**src/rtl/div_result_display_pkg.sv**
```systemverilog
// Shared types and seven-segment encodings for the divider result display.
// Codes are active-high {g,f,e,d,c,b,a}; output polarity is applied at the pin register.
package div_display_pkg;

  typedef enum logic [1:0] {IDLE, CONV, LOAD} state_t;

  localparam int unsigned DABBLE_ITERS = 4;

  localparam logic [6:0] SEG_DASH  = 7'h40;
  localparam logic [6:0] SEG_BLANK = 7'h00;

  function automatic logic [6:0] bcd_to_seg(input logic [3:0] digit);
    logic [6:0] code;
    case (digit)
      4'd0:    code = 7'h3F;
      4'd1:    code = 7'h06;
      4'd2:    code = 7'h5B;
      4'd3:    code = 7'h4F;
      4'd4:    code = 7'h66;
      4'd5:    code = 7'h6D;
      4'd6:    code = 7'h7D;
      4'd7:    code = 7'h07;
      4'd8:    code = 7'h7F;
      4'd9:    code = 7'h6F;
      default: code = SEG_BLANK;
    endcase
    return code;
  endfunction

endpackage

```
**src/rtl/div_result_display_if.sv**
```systemverilog
// Result handshake from the divider into the display stage.
interface div_result_display_if;
  logic       in_valid;
  logic       in_ready;
  logic [3:0] quotient;
  logic [3:0] remainder;
  logic       div_by_zero;

  modport master (output in_valid, quotient, remainder, div_by_zero, input in_ready);
  modport slave  (input in_valid, quotient, remainder, div_by_zero, output in_ready);
endinterface

```
**src/rtl/div_result_display_bcd_dabble4.sv**
```systemverilog
// One double-dabble step on {tens, units, bin}: add-3 correction on units, then shift left.
// Tens is never corrected because a 4-bit input cannot push it past 1.
module bcd_dabble4 (
  input  logic [11:0] dd_in,
  output logic [11:0] dd_out
);

  logic [3:0] units_adj;

  always_comb begin
    units_adj = (dd_in[7:4] >= 4'd5) ? (dd_in[7:4] + 4'd3) : dd_in[7:4];
    dd_out    = {dd_in[10:8], units_adj, dd_in[3:0], 1'b0};
  end

endmodule

```
**src/rtl/div_result_display.sv**
```systemverilog
// Captures a quotient/remainder pair, converts both to BCD, and scans them onto a
// four-digit multiplexed seven-segment display (quotient left, remainder right).
module div_result_display
  import div_display_pkg::*;
#(
  parameter int unsigned SCAN_CYCLES    = 1024,
  parameter bit          SEG_ACTIVE_LOW = 1'b1
) (
  input  logic                 clk,
  input  logic                 rst_n,
  div_result_display_if.slave  in_if,
  output logic                 busy,
  output logic [6:0]           seg,
  output logic [3:0]           an
);

  localparam int unsigned   CW        = ($clog2(SCAN_CYCLES) > 10) ? $clog2(SCAN_CYCLES) : 10;
  localparam logic [CW-1:0] SCAN_LAST = CW'(SCAN_CYCLES - 1);
  // XOR mask that turns an active-high code into the pin polarity.
  localparam logic [6:0]    SEG_OFF   = SEG_ACTIVE_LOW ? 7'h7F : 7'h00;

  state_t          state_q, state_d;
  logic [1:0]      iter_q, iter_d;
  logic [11:0]     q_dd_q, q_dd_d, q_step;
  logic [11:0]     r_dd_q, r_dd_d, r_step;
  logic            dbz_q, dbz_d;
  logic [3:0][6:0] code_q, code_d, code_new;
  logic [CW-1:0]   scan_cnt_q, scan_cnt_d;
  logic [1:0]      idx_q, idx_d;
  logic            in_ready_q, in_ready_d;
  logic            busy_q, busy_d;
  logic [6:0]      seg_q, seg_d;
  logic [3:0]      an_q, an_d;

  bcd_dabble4 u_dabble_q (.dd_in(q_dd_q), .dd_out(q_step));
  bcd_dabble4 u_dabble_r (.dd_in(r_dd_q), .dd_out(r_step));

  always_comb begin : digit_map
    code_new[3] = (q_dd_q[11:8] == 4'd0) ? SEG_BLANK : bcd_to_seg(q_dd_q[11:8]);
    code_new[2] = bcd_to_seg(q_dd_q[7:4]);
    code_new[1] = (r_dd_q[11:8] == 4'd0) ? SEG_BLANK : bcd_to_seg(r_dd_q[11:8]);
    code_new[0] = bcd_to_seg(r_dd_q[7:4]);
    if (dbz_q) begin
      code_new = {4{SEG_DASH}};
    end
  end

  always_comb begin : fsm_next
    state_d = state_q;
    iter_d  = iter_q;
    q_dd_d  = q_dd_q;
    r_dd_d  = r_dd_q;
    dbz_d   = dbz_q;
    code_d  = code_q;
    case (state_q)
      IDLE: begin
        if (in_if.in_valid && in_ready_q) begin
          q_dd_d  = {8'd0, in_if.quotient};
          r_dd_d  = {8'd0, in_if.remainder};
          dbz_d   = in_if.div_by_zero;
          iter_d  = 2'd0;
          state_d = CONV;
        end
      end
      CONV: begin
        q_dd_d = q_step;
        r_dd_d = r_step;
        iter_d = iter_q + 2'd1;
        if (iter_q == 2'(DABBLE_ITERS - 1)) begin
          state_d = LOAD;
        end
      end
      LOAD: begin
        code_d  = code_new;
        state_d = IDLE;
      end
      default: state_d = IDLE;
    endcase
    in_ready_d = (state_d == IDLE);
    busy_d     = (state_d != IDLE);
  end

  always_comb begin : scan_next
    scan_cnt_d = (scan_cnt_q == SCAN_LAST) ? '0 : scan_cnt_q + 1'b1;
    idx_d      = (scan_cnt_q == SCAN_LAST) ? idx_q + 2'd1 : idx_q;
    // Using next-state code and index lets a LOAD and a scan advance land on the same edge.
    an_d       = ~(4'b0001 << idx_d);
    seg_d      = code_d[idx_d] ^ SEG_OFF;
  end

  always_ff @(posedge clk or negedge rst_n) begin
    if (!rst_n) begin
      state_q    <= IDLE;
      iter_q     <= 2'd0;
      q_dd_q     <= '0;
      r_dd_q     <= '0;
      dbz_q      <= 1'b0;
      code_q     <= {4{SEG_BLANK}};
      scan_cnt_q <= '0;
      idx_q      <= 2'd0;
      in_ready_q <= 1'b1;
      busy_q     <= 1'b0;
      seg_q      <= SEG_OFF;
      an_q       <= 4'b1110;
    end else begin
      state_q    <= state_d;
      iter_q     <= iter_d;
      q_dd_q     <= q_dd_d;
      r_dd_q     <= r_dd_d;
      dbz_q      <= dbz_d;
      code_q     <= code_d;
      scan_cnt_q <= scan_cnt_d;
      idx_q      <= idx_d;
      in_ready_q <= in_ready_d;
      busy_q     <= busy_d;
      seg_q      <= seg_d;
      an_q       <= an_d;
    end
  end

  assign in_if.in_ready = in_ready_q;
  assign busy           = busy_q;
  assign seg            = seg_q;
  assign an             = an_q;

endmodule

```
**src/flat_wrapper.sv**
```systemverilog
// flat-port wrapper written by rule: the top's interface ports become plain ports
module div_result_display_flat import div_display_pkg::*;
#(
  parameter int unsigned SCAN_CYCLES    = 1024,
  parameter bit          SEG_ACTIVE_LOW = 1'b1
)
  (clk, rst_n, busy, seg, an, in_if_in_valid, in_if_quotient, in_if_remainder, in_if_div_by_zero, in_if_in_ready);
  div_result_display_if in_if_i ();
  input  logic clk;
  input  logic rst_n;
  output logic busy;
  output logic [6:0] seg;
  output logic [3:0] an;
  input wire logic [$bits(in_if_i.in_valid)-1:0] in_if_in_valid;
  input wire logic [$bits(in_if_i.quotient)-1:0] in_if_quotient;
  input wire logic [$bits(in_if_i.remainder)-1:0] in_if_remainder;
  input wire logic [$bits(in_if_i.div_by_zero)-1:0] in_if_div_by_zero;
  output wire logic [$bits(in_if_i.in_ready)-1:0] in_if_in_ready;
  assign in_if_i.in_valid = in_if_in_valid;
  assign in_if_i.quotient = in_if_quotient;
  assign in_if_i.remainder = in_if_remainder;
  assign in_if_i.div_by_zero = in_if_div_by_zero;
  assign in_if_in_ready = in_if_i.in_ready;
  div_result_display #(.SCAN_CYCLES(SCAN_CYCLES), .SEG_ACTIVE_LOW(SEG_ACTIVE_LOW)) u_core (.clk(clk), .rst_n(rst_n), .in_if(in_if_i), .busy(busy), .seg(seg), .an(an));
endmodule
```
**config.mk**
```make
export PLATFORM = sky130hd
export DESIGN_NAME = div_result_display_flat
export DESIGN_NICKNAME = d
export VERILOG_FILES = /design/src/rtl/div_result_display_pkg.sv /design/src/rtl/div_result_display_if.sv /design/src/rtl/div_result_display_bcd_dabble4.sv /design/src/rtl/div_result_display.sv /design/src/flat_wrapper.sv
export SDC_FILE = /design/constraint.sdc
export NUM_CORES = 1
export LEC_CHECK = 0
export ABC_CLOCK_PERIOD_IN_PS = 3500
export CAP_MARGIN = 20
export CELL_PAD_IN_SITES_DETAIL_PLACEMENT = 1
export CELL_PAD_IN_SITES_GLOBAL_PLACEMENT = 1
export CORE_MARGIN = 3
export CORE_UTILIZATION = 50
export CTS_CLUSTER_DIAMETER = 100
export DETAILED_ROUTE_END_ITERATION = 8
export PLACE_DENSITY = 0.82
export SYNTH_ARGS = -nofsm -noshare
export SYNTH_HDL_FRONTEND = slang
export SYNTH_HIERARCHICAL = 1
export SYNTH_SLANG_ARGS = --single-unit
```
**constraint.sdc**
```tcl
create_clock -name clk -period 3.5 [get_ports clk]
set_input_delay 0.7 -clock clk [delete_from_list [all_inputs] [get_ports clk]]
set_output_delay 0.7 -clock clk [all_outputs]
set_load 0.02 [all_outputs]
```
==> flow_summary.yaml, run 1 <==
layout:
  multi_input_area_sq_um: 2240
  nNetsFinal: 533
  fillers: 1037
  layout_common_cells: "80 x nand2_1, 71 x dfrtp_1, 41 x o21ai_0"
  fin_area_sq_um: 5010
  diodes: 0
  post_route_cells_drive_above_1_share_pct: 9.60
  syn_to_final_growth_pct: 8.86
  final_common_cell: "nand2_1"
  regArea_sq_um: 2070
logic_synthesis:
  synthFlopType: "dfrtp_1"
  synthesis.area_sq_um: 4610
  postSynthCellCount: 496
  yosysSeqAreaShare_pct: 44.9
  async_reset_ff_share_pct: 100
  synth_edf_count: 0
  avgSynthCellArea_sq_um: 9.29
  ys_warn_count: 6
  syn-num-nets: 534
  ys_seq_elements: 82
  synth.distinct_cells: 57
clock_network:
  post_cts_resize_count: 0
  cts_hold_buf: 0
  cts-buffers-inserted: 9
  htreeDepth: 3
  clkSinkCount: 82
  path_clk_slew_ns: 0.09
  postCtsSetupBuffers: 0
  clock_latency_ns: 0.35
  clockRootBuffer: "clkbuf_8"
  cts_tree: "done"
  clockBufferDepth: 2
worst_setup_path:
  reg2reg_slack_ns: 1.15
  worstSetupEndpoint: "u_core/seg[0]"
  worstSetupPathType: "flop to flop"
  cp-startpoint: "u_core/r_dd_q[9]"
  worst_ep_arrival_time_ns: 2.62
  r2r-start: "u_core/r_dd_q[9]"
  r2r_end: "u_core/seg[0]"
  r2r_cells: 8
  critPathMaxFanout: 7
  critPathLaunchType: "flop"
  endpoint_kind: "flop"
  required_ns: 3.77
placed_design:
  dp_hpwl_um: 7290
  buffer_ports.inserted: 24
  gp_congestion: 0.842
  placed_area_sq_um: 4800
power:
  leakage_nw: 2.23
  powerDensity_nw_per_um2: 777
  ir_worst_vdd_mv: 0.551
sta:
  hold_violations: 0
  min_period_over_period_pct: 67.3
  rsz0062_at_grt: "false"
  post-route-min-period_ns: 2.35
  setup_violations: 0
  maxSlewViolCount: 0
  worst_pin_slew_ns: 0.900
  slew_headroom_pct: 40.0
  fmax_ghz: 0.425
  final.setup.tns_ns: 0
  clock_skew_ns: 0.00738
floorplanning:
  core_sq_um: 8850
  io_pins: 25
  die-area_sq_um: 10400
  fp-row-count: 34
  die_h_um: 102
  dieWidth_um: 102
  initial_core_util_pct: 52.1
run:
  maxCapViolations: 0
worst_hold_path:
  hp-class: "input port to async pin"
global_routing:
  antenna_found_initial: 0
  grt.overflow.total: 0
  grt_first_pass_wirelength_um: 17600
  grt_pass1_vias: 3576
  grt_start_max_net_pins: 83
  grt_usage_pct: 21.5
drt:
  vias_per_cell: 5.70
  drt_pass1_iterations: 4
  vias: 3467
  drc: 0
  drtIter0Drc: 150
  wl_um: 10400
  wl_per_cell_um: 17.1
  postRouteAntennaNets: 0
status:
  outcome: "complete, no violations"
## critical path, cell delays in order (launching register included)
cell	delay (ns)
dfrtp_1	0.46
inv_1	0.16
ha_1	0.27
nand2b_1	0.11
a2111oi_0	0.42
a31oi_1	0.11
and3b_1	0.28
a221oi_1	0.26
a2bb2oi_1	0.21
## cells in the mapped netlist, types with 4 or more instances
| cell type | instances | share of area [%] |
|---|---|---|
| a21oi_1 | 17 | 1.8 |
| a22o_1 | 4 | 0.76 |
| and3_1 | 4 | 0.54 |
| buf_2 | 5 | 0.54 |
| buf_4 | 16 | 2.6 |
| clkbuf_1 | 20 | 1.6 |
| dfrtp_1 | 71 | 39 |
| dfstp_2 | 11 | 6.3 |
| ha_1 | 26 | 7.1 |
| inv_1 | 20 | 1.6 |
| mux2i_1 | 18 | 3.9 |
| nand2_1 | 80 | 6.5 |
| nand2b_1 | 14 | 1.9 |
| nand3_1 | 9 | 0.98 |
| nor2_1 | 35 | 2.9 |
| nor2b_1 | 8 | 1.1 |
| nor3_1 | 4 | 0.43 |
| o21ai_0 | 41 | 4.5 |
| o21ai_1 | 6 | 0.65 |
| o21bai_1 | 9 | 1.5 |
| o31ai_1 | 15 | 2.4 |
| xnor2_1 | 5 | 0.95 |
| xor2_1 | 5 | 0.95 |
## area by class of cell
type                       count  area share (%)
multi-input combinational    351            44.6
sequential                    82            41.2
timing repair buffer          31            6.19
clock buffer                  11            3.02
tap                          108            2.70
inverter                      20            1.50
clock inverter                 5           0.774
## cell families (layout without fill, tap and decap cells)
| logic type | after synthesis | count (layout) | synth area share [%] |
|---|---|---|---|
| simple gates | 175 | 175 | 18.1 |
| compound gates | 116 | 116 | 16.0 |
| flops | 82 | 82 | 44.9 |
| buf+inv | 63 | 67 | 6.74 |
| fa+ha+maj | 26 | 26 | 7.06 |
| mux | 22 | 22 | 5.13 |
| xor+xnor | 10 | 10 | 1.90 |
| other cells | 2 | 2 | 0.163 |
## metrics by stage
step / setup WS [ns] / instances / utilization (%) / hold WS (ns) / power [mW]
floorplan: 1.51 / 496 / - / 0.404 / 2.81
global placement: 1.28 / 591 / 54.2 / 0.450 / 3.15
detailed placement: 1.25 / 591 / 54.2 / 0.464 / 3.25
CTS: 1.18 / 607 / 56.3 / 0.485 / 3.93
global route: 0.853 / 608 / 56.7 / 0.197 / 4.23
finish: 1.15 / 608 / 56.7 / 0.202 / 3.90
## per-layer routing
layer  track usage (%)  share of wire [%]
met2              35.4                 48
met3              3.07                4.2
met1              29.2                 47
met5                 0                  0
met4              7.06                1.3
## worst min path at each step
| stage | to | slack (ns) | depth (start not counted) | start |
|---|---|---|---|---|
| 2_1_floorplan | u_core/an[0] | 0.40 | 0 | rst_n |
| 4_1_cts | u_core/code_q[15] | 0.48 | 1 | u_core/code_q[15] |
| 5_1_grt | u_core/scan_cnt_q[4] | 0.20 | 1 | rst_n |
| 6_report | u_core/scan_cnt_q[4] | 0.20 | 1 | rst_n |
| 3_3_place_gp | u_core/code_q[12] | 0.45 | 2 | u_core/code_q[12] |
| 3_5_place_dp | u_core/code_q[15] | 0.46 | 1 | u_core/code_q[15] |
## where the power goes
group | switching (mW) | internal, mW | total (mW)
sequential | 0.307 | 1.30 | 1.61
combinational | 0.942 | 0.686 | 1.63
clock | 0.361 | 0.298 | 0.658
total | 1.61 | 2.29 | 3.90
## registers in the layout (all words and copies together) (netlist names), 4 cells and up
name / cells
u_core/code_q: 28
u_core/seg: 7
u_core/r_dd_q: 12
u_core/q_dd_q: 12
u_core/scan_cnt_q: 10
u_core/an: 4
Note: power is estimated with default switching activity, not from simulation.
==> run 2, diff against run 1 <==
--- a/config.mk
+++ b/config.mk
@@ -5,15 +5,15 @@
 export SDC_FILE = /design/constraint.sdc
 export NUM_CORES = 1
 export LEC_CHECK = 0
-export ABC_CLOCK_PERIOD_IN_PS = 3500
+export ABC_CLOCK_PERIOD_IN_PS = 1900
 export CAP_MARGIN = 20
 export CELL_PAD_IN_SITES_DETAIL_PLACEMENT = 1
 export CELL_PAD_IN_SITES_GLOBAL_PLACEMENT = 1
 export CORE_MARGIN = 3
-export CORE_UTILIZATION = 50
+export CORE_UTILIZATION = 42
 export CTS_CLUSTER_DIAMETER = 100
 export DETAILED_ROUTE_END_ITERATION = 8
-export PLACE_DENSITY = 0.82
+export PLACE_DENSITY = 0.73
 export SYNTH_ARGS = -nofsm -noshare
 export SYNTH_HDL_FRONTEND = slang
 export SYNTH_HIERARCHICAL = 1
==> constraint.sdc (replaced) <==
create_clock -name clk -period 1.9 [get_ports clk]
set_input_delay 0.38 -clock clk [delete_from_list [all_inputs] [get_ports clk]]
set_output_delay 0.38 -clock clk [all_outputs]
set_load 0.02 [all_outputs]
==> run 2 against run 1 <==
  * The flow now finishes with violations (negative setup slack)
  * Combinational power rose to 2.6 times the previous value
  * Flip-flop and latch count unchanged
  * Non-clock buffer count up 76
  * Setup slack worse by 1.3 ns
  * First-iteration DRC count down 5.3%
  * Via count up 9.6%
  * Cell area up 17%
  * Sequential power up 75%
  * Clock power up 98%
  * Clock skew down 0.0016 ns
  * Utilization down 0.75 points
  * Critical endpoint unchanged
==> flow_summary.yaml, run 2 (synthesis gave the netlist of run 1 again) <==
worst_setup_path:
  cp_top_family: "compound AO/OA/AOI/OAI gates"
  slowest_stage: "dfrtp_1"
  r2r_cells: 8
  critPathLaunchType: "flop"
  endpoint_kind: "flop"
  cp.depth: 8
  worstSetupPathType: "flop to flop"
  required_ns: 2.19
  worst_ep_arrival_time_ns: 2.31
  crit_chain: "inv_2, ha_4, nand2b_1, a21oi_2, a31oi_1, and3b_2, a221oi_2, a2bb2oi_2"
  cpPeakStageDelay_ns: 0.43
  critPathMaxFanout: 3
  timing.critical_path.buf_inv: 1
floorplanning:
  core_sq_um: 10500
  die-area_sq_um: 12300
  dieWidth_um: 111
  fp-row-count: 37
  initial_core_util_pct: 43.8
  io_pins: 25
  die_h_um: 111
drt:
  vias_per_cell: 5.34
  wl_um: 12900
  wl_per_cell_um: 18.1
  drc: 0
  postRouteAntennaNets: 0
  wl_met1_um: 5650
  topRoutingLayerUsed: "met4"
  drtIter0Drc: 142
  drt_pass1_iterations: 4
  route.met3.wl_um: 398
  wl_met2_um: 6600
  vias: 3799
layout:
  syn_to_final_growth_pct: 27.6
  layout_common_cells: "79 x nand2_1, 76 x buf_4, 71 x dfrtp_1"
  diodes: 0
  nNetsFinal: 609
  reg.largest.list: "u_core/code_q: 28 flops, u_core/q_dd_q: 12 flops, u_core/r_dd_q: 12 flops"
  largest_reg_flops: 28
  regMostFlops: "u_core/code_q"
  post-route-util_pct: 55.9
  final_cells: 712
  fin_area_sq_um: 5880
  fillers: 1170
  post_route_cells_drive_above_1_share_pct: 26.9
  final_common_cell: "nand2_1"
clock_network:
  clockBufferDepth: 2
  htreeDepth: 3
  path_clk_slew_ns: 0.08
  clkSinkCount: 82
  cts-buffers-inserted: 9
  clock_latency_ns: 0.36
  cts_tree: "done"
  clockRootBuffer: "clkbuf_8"
sta:
  layout_setup_ws_ns: -0.121
  post-route-min-period_ns: 2.02
  maxSlewViolCount: 0
  hold_violations: 0
  final.setup.tns_ns: -0.221
  clock_skew_ns: 0.00575
  min_period_over_period_pct: 106
  whs_ns: 0.457
  rsz0062_at_grt: "true"
  setup_violations: 4
  fmax_ghz: 0.495
placed_design:
  gp_congestion: 0.849
  dp_cells: 680
  placed_area_sq_um: 5320
  dp_hpwl_um: 8750
  pre_cts_slack_ns: -0.163
  buffer_ports.inserted: 24
global_routing:
  grt_pass1_vias: 4073
  antenna_found_initial: 0
  grt_start_max_net_pins: 36
  grt_first_pass_wirelength_um: 20300
  grt.overflow.total: 0
  grt_usage_pct: 20.5
worst_hold_path:
  hp-class: "input port to async pin"
run:
  maxCapViolations: 0
power:
  leakage_nw: 2.70
  power_mw: 8.41
  powerDensity_nw_per_um2: 1430
  ir_worst_vdd_mv: 0.750
status:
  violations: "negative setup slack"
  outcome: "finished with violations"
## run 2: changes by cell type in the layout (fill, tap and decap cells not counted), sizes merged
cell           before  now
buf                 8   83
bufinv              0    1
clkbuf             11   14
clkdlybuf4s50      23   19
clkinvlp            4    0
dlygate4sd2         0    1
dlygate4sd3         0    1
dlymetal6s2s        0    3
## run 2: area by class of cell
class / count / area, sq um / area share, %
sequential: 82 / 2070 / 35.2
inverter: 20 / 75.1 / 1.28
clock buffer: 14 / 163 / 2.77
timing repair buffer: 107 / 913 / 15.5
clock inverter: 2 / 35.0 / 0.596
multi-input combinational: 351 / 2450 / 41.8
tap: 136 / 170 / 2.90
## run 2: worst reg2reg max path, delay by kind of cell (launching register included)
kind	cells	cell delay, ns
AO/OA/AOI/OAI	4	0.92
buffers and inverters	1	0.11
flip-flops	1	0.43
AND/OR/NAND/NOR	2	0.36
adder cells (fa/ha/maj)	1	0.13
## run 2: repair_timing
action                                 4_1_cts  5_1_grt
pin swaps                                   14       14
setup buffers                               11        5
setup endpoints to repair                    8       15
hold buffers                                 1        0
endpoints found under the hold margin       18        0
gates resized for setup                     38       23
## run 2: where the power goes
group / total, mW / switching (mW) / internal, mW
clock: 1.30 / 0.622 / 0.680
sequential: 2.82 / 0.411 / 2.40
combinational: 4.29 / 2.33 / 1.97
total: 8.41 / 3.36 / 5.05
## run 2: worst paths after layout
path,endpoint,startpoint,slack [ns]
max,u_core/seg[0],u_core/q_dd_q[8],-0.12
max in group asynchronous,u_core/in_if.in_ready,rst_n,0.86
min,u_core/scan_cnt_q[7],rst_n,0.46
min in group clk,u_core/q_dd_q[2],u_core/q_dd_q[1],0.49
max reg2reg,u_core/seg[0],u_core/q_dd_q[8],-0.12
min reg2reg,u_core/q_dd_q[2],u_core/q_dd_q[1],0.49
## run 2: metal layers
metal	global-route usage, %	vias up
met1	26.1	1890
met4	6.16	0
met2	34.7	68
li1	-	1819
met5	0	-
met3	4.53	22
